### src/rtl/rt_delay_pkg.sv
// Shared definitions for the rt_delay_ctrl / rt_var_delay pair.
// Holds the controller state encoding and the default delay width.
package rt_delay_pkg;

   localparam int DELAY_W_DEF = 5;

   typedef enum logic [1:0] {
      IDLE = 2'd0,
      STEP = 2'd1,
      WAIT = 2'd2,
      DONE = 2'd3
   } state_t;

endpackage

### src/rtl/rt_step_timer.sv
// Loadable down-counter that times the settle interval between steps.
// Ports: clk, rst (sync, high), en, load, load_val -> zero flag.
module rt_step_timer #(
   parameter int W = 3
) (
   input  logic         clk,
   input  logic         rst,
   input  logic         en,
   input  logic         load,
   input  logic [W-1:0] load_val,
   output logic         zero
);

   logic [W-1:0] cnt_q;

   always_ff @(posedge clk) begin
      if (rst) begin
         cnt_q <= '0;
      end else if (en) begin
         if (load)
            cnt_q <= load_val;
         else if (cnt_q != '0)
            cnt_q <= cnt_q - 1'b1;
      end
   end

   assign zero = (cnt_q == '0);

endmodule

### src/rtl/rt_delay_ctrl.sv
// Slewing controller for rt_var_delay: clamps a requested delay and
// walks the applied delay toward it one tap at a time.
// Ports: clk, rst, en, req_valid/req_delay/req_ready handshake,
//        delay (to rt_var_delay), busy, done and clamped pulses.
module rt_delay_ctrl
   import rt_delay_pkg::*;
#(
   parameter int DELAY_WIDTH   = DELAY_W_DEF,
   parameter int MAX_DELAY     = 24,
   parameter int INITIAL_DELAY = 3,
   parameter int STEP_INTERVAL = 4
) (
   input  logic                   clk,
   input  logic                   rst,
   input  logic                   en,
   input  logic                   req_valid,
   input  logic [DELAY_WIDTH-1:0] req_delay,
   output logic                   req_ready,
   output logic [DELAY_WIDTH-1:0] delay,
   output logic                   busy,
   output logic                   done,
   output logic                   clamped
);

   localparam int TW = $clog2(STEP_INTERVAL) + 1;
   localparam logic [DELAY_WIDTH-1:0] MAXD = DELAY_WIDTH'(MAX_DELAY);
   localparam logic [DELAY_WIDTH-1:0] INITD = DELAY_WIDTH'(INITIAL_DELAY);
   localparam logic [TW-1:0] RELOAD = TW'(STEP_INTERVAL - 1);

   state_t                 state_q;
   state_t                 state_d;
   logic [DELAY_WIDTH-1:0] delay_q;
   logic [DELAY_WIDTH-1:0] target_q;
   logic [DELAY_WIDTH-1:0] clamp_t;
   logic                   over;
   logic                   accept;
   logic                   ld;
   logic                   zero;

   assign over      = (req_delay > MAXD);
   assign clamp_t   = over ? MAXD : req_delay;
   assign req_ready = (state_q == IDLE) & en;
   assign accept    = req_valid & req_ready;
   assign ld        = en & (state_q == STEP);

   assign delay = delay_q;
   assign busy  = (state_q == STEP) | (state_q == WAIT);

   rt_step_timer #(
      .W (TW)
   ) u_timer (
      .clk      (clk),
      .rst      (rst),
      .en       (en),
      .load     (ld),
      .load_val (RELOAD),
      .zero     (zero)
   );

   always_comb begin
      state_d = state_q;
      unique case (state_q)
         IDLE: begin
            if (accept)
               state_d = (clamp_t == delay_q) ? DONE : STEP;
         end
         STEP: state_d = WAIT;
         WAIT: begin
            if (zero)
               state_d = (delay_q == target_q) ? DONE : STEP;
         end
         DONE: state_d = IDLE;
         default: state_d = IDLE;
      endcase
   end

   // done/clamped are registered pulses so they clear even while en=0
   // holds the FSM in place.
   always_ff @(posedge clk) begin
      if (rst) begin
         state_q  <= IDLE;
         delay_q  <= INITD;
         target_q <= INITD;
         done     <= 1'b0;
         clamped  <= 1'b0;
      end else begin
         done    <= 1'b0;
         clamped <= 1'b0;
         if (en) begin
            state_q <= state_d;
            done    <= (state_d == DONE) && (state_q != DONE);
            if (accept) begin
               target_q <= clamp_t;
               clamped  <= over;
            end
            // STEP is only entered with target != delay, so this
            // never moves past 0 or MAX_DELAY.
            if (state_q == STEP) begin
               if (target_q > delay_q)
                  delay_q <= delay_q + 1'b1;
               else
                  delay_q <= delay_q - 1'b1;
            end
         end
      end
   end

endmodule
### config.mk
export PLATFORM = sky130hd
export DESIGN_NAME = rt_delay_ctrl
export DESIGN_NICKNAME = d
export VERILOG_FILES = /design/src/rtl/rt_delay_pkg.sv /design/src/rtl/rt_step_timer.sv /design/src/rtl/rt_delay_ctrl.sv
export SDC_FILE = /design/constraint.sdc
export NUM_CORES = 1
export LEC_CHECK = 0
export CORE_MARGIN = 10
export CORE_UTILIZATION = 35
export DETAILED_ROUTE_END_ITERATION = 10
export GPL_TIMING_DRIVEN = 0
export SYNTH_ARGS = -nofsm -noshare
export SYNTH_HDL_FRONTEND = slang
export SYNTH_SLANG_ARGS = --single-unit
### constraint.sdc
create_clock -name clk -period 8.1 [get_ports clk]
set_input_delay 1.62 -clock clk [delete_from_list [all_inputs] [get_ports clk]]
set_output_delay 1.62 -clock clk [all_outputs]
set_load 0.02 [all_outputs]
==> metrics.txt <==
status=complete, no violations; Num CTS Buffers=3; CTS tree=yes; Core Area=approximately 0.0031 mm²; CP Max Fanout=10; drc violations=0; Final Hold Vio Count=0; Clock Pin Slew Worst Setup and Hold Paths=110 ps; setup TNS=0 ps; Site Rows=20; FF-to-FF End=delay[4]; post-route cell area=0.00140 mm²; Post-Syn Instances=135; dominant synthesized flop cell=dfxtp_1; fin crit share=51.4%; Async SR Flop Fraction=0%; fin crit period=approximately 4200 ps; startpoint types=input port; Critical Path AT=2540 ps; EDFF count, synth=0; fin. max-slew vios=0; FF-to-FF Start=delay[4]; fmax=0.240 GHz; YS warnings=0; share of cells above drive strength 1=7.14%; max cap viols=0; hold crit path type=flop to flop; drt first-iter violations=74; vias in the first global route=approximately 1000; first-pass GRT wire length=approximately 4600 µm; Yosys top cell area share=29.1%; Power, Total=0.294 mW; All-Layer GR Usage=9.10%; Power Density=210 mW/mm²; Seq cells post-synth=17; Peak VDD IR=about 0.095 mV; DP Area=~0.0014 mm²; CP Capture Point=req_ready; synthesized-area fraction occupied by adder cells=17.7%; # setup viols final=0; wirelength, routed=2640 µm; post-synthesis mux area share=about 3.5%; RSZ-0062 raised after global routing=false; Setup Crit Path Kind=input port to output port; via count=1008; CTS Sinks=17; largest net degree at the start of global routing=11; Initial DRT Pass Iterations=5; worst hold slack=478 ps; FF-to-FF path depth=11; final antenna-violating net count=0; Ports=18; Mean Syn Cell Area=a little under 9 µm²; gpl congestion=0.838; cts hold-fix bufs=0; count leader, synth=dfxtp_1; fillers=319; via/cell ratio=5.09; Compound-Gate Fraction of Synth Area=about a fifth; final setup skew=about 4 ps; XOR/XNOR share of the synthesized area=4.49%; CTS Buffer Depth=2; CP Data Required Time=around 6500 ps; reg2reg setup slack=5300 ps; fin nets=180; Slew @ Worst Pin=between 500 and 600 ps; die extent in y=77.8 µm; Mapped Nets=160; Clk Latency, worst-skew pair=300 ps; ant diodes=0; nature of the critical path endpoint=output port; port buffer count=15; Yosys top cell by area=dfxtp_1; routed len/inst=13.3 µm; # Post-CTS Setup Buffers=0; DP HPWL=between 2000 and 2500 µm; Leak=~0.57 nW; commonest cells in the netlist=dfxtp_1 (17), ha_1 (15), nor2_1 (13); top cells by area, synth=dfxtp_1 (29%), ha_1 (16%), a21oi_1 (4.7%), nor2_1 (4.2%), xnor2_1 (3.7%); # resized after CTS=0; largest family of logic cells by synthesized area=simple AND/OR/NAND/NOR gates; starting density of the core=between 30 and 40%; grt ovf=0; Post-Synth Simple-Gate Area=roughly 20%; P&R area growth vs syn=19.8%; relative slew slack=65.3%; Die Area=0.00606 mm²; Synth cell types=39; H-tree levels=1; Cell Area, Synth=0.00117 mm²; crit path from=en; sequential element share of the synthesized area=29.1%; antenna violations before repair=0; Root Driver=clkbuf_4; die boundary width=77.8 µm
[worst max-delay path, cell delays in order]
cell and delay (ps):
buf_2 170, and2_1 140, clkdlybuf4s50_1 600
[state kept, by name, summed over array words and instances, names as in the netlist]
name / flops
clamped: 1
delay: 5
done: 1
state_q: 2
target_q: 5
u_timer.cnt_q: 3
[metrics by stage]
stage          std cells  setup slack, ps  util [%]
2_1_floorplan        135             4480         -
3_3_place_gp         194             3930      44.0
3_5_place_dp         194             3930      44.0
4_1_cts              198             3930      44.8
5_1_grt              198             3860      44.8
6_report             198             3940      44.8
[placed cells by master, fill, tap and decap left out, types with 4 or more instances in the layout]
cell,netlist,final
inv_1,10,10
clkdlybuf4s50_1,0,15
nand2_1,9,9
nor2_1,13,13
ha_1,15,15
o21ai_0,4,4
a21oi_1,11,11
xnor2_1,5,5
dfxtp_1,17,17
[power breakdown]
part	internal, mW	switching, mW	leakage (nW)
Combinational	0.0705	0.0740	0.413
Sequential	0.0927	0.00871	0.139
Clock	0.0192	0.0289	0.0150
Total	0.182	0.112	0.566
[kinds of logic after synthesis]
logic type,count (synthesis)
buffers and inverters,14
adder cells (fa/ha/maj),16
AND/OR/NAND/NOR,45
AO/OA/AOI/OAI,33
XOR/XNOR,6
multiplexers,4
flip-flops,17
[routing by layer]
metal	part of all wire (%)	global-route usage, %
met1	50	11.3
met4	0.76	2.37
met3	5.7	3.57
met5	0	0
met2	44	14.3
[how the worst min path moves through the flow]
stage	from	to	slack, ps	cells past startpoint
floorplan	target_q[2]	target_q[2]	440	2
global placement	u_timer.cnt_q[1]	u_timer.cnt_q[1]	470	2
detailed placement	target_q[1]	target_q[1]	460	1
CTS	target_q[2]	target_q[2]	480	2
global route	target_q[2]	target_q[2]	510	2
finish	target_q[2]	target_q[2]	480	2
[cell type report]
type | count | area, µm² | share of cell area (%)
tap | 44 | 55.1 | 3.93
clock buffer | 4 | 26.3 | 1.87
buffer | 4 | 17.5 | 1.25
timing repair buffer | 15 | 150 | 10.7
multi-input combinational | 104 | 776 | 55.3
inverter | 10 | 37.5 | 2.68
sequential | 17 | 340 | 24.3
Note: power is estimated with default switching activity, not from simulation.
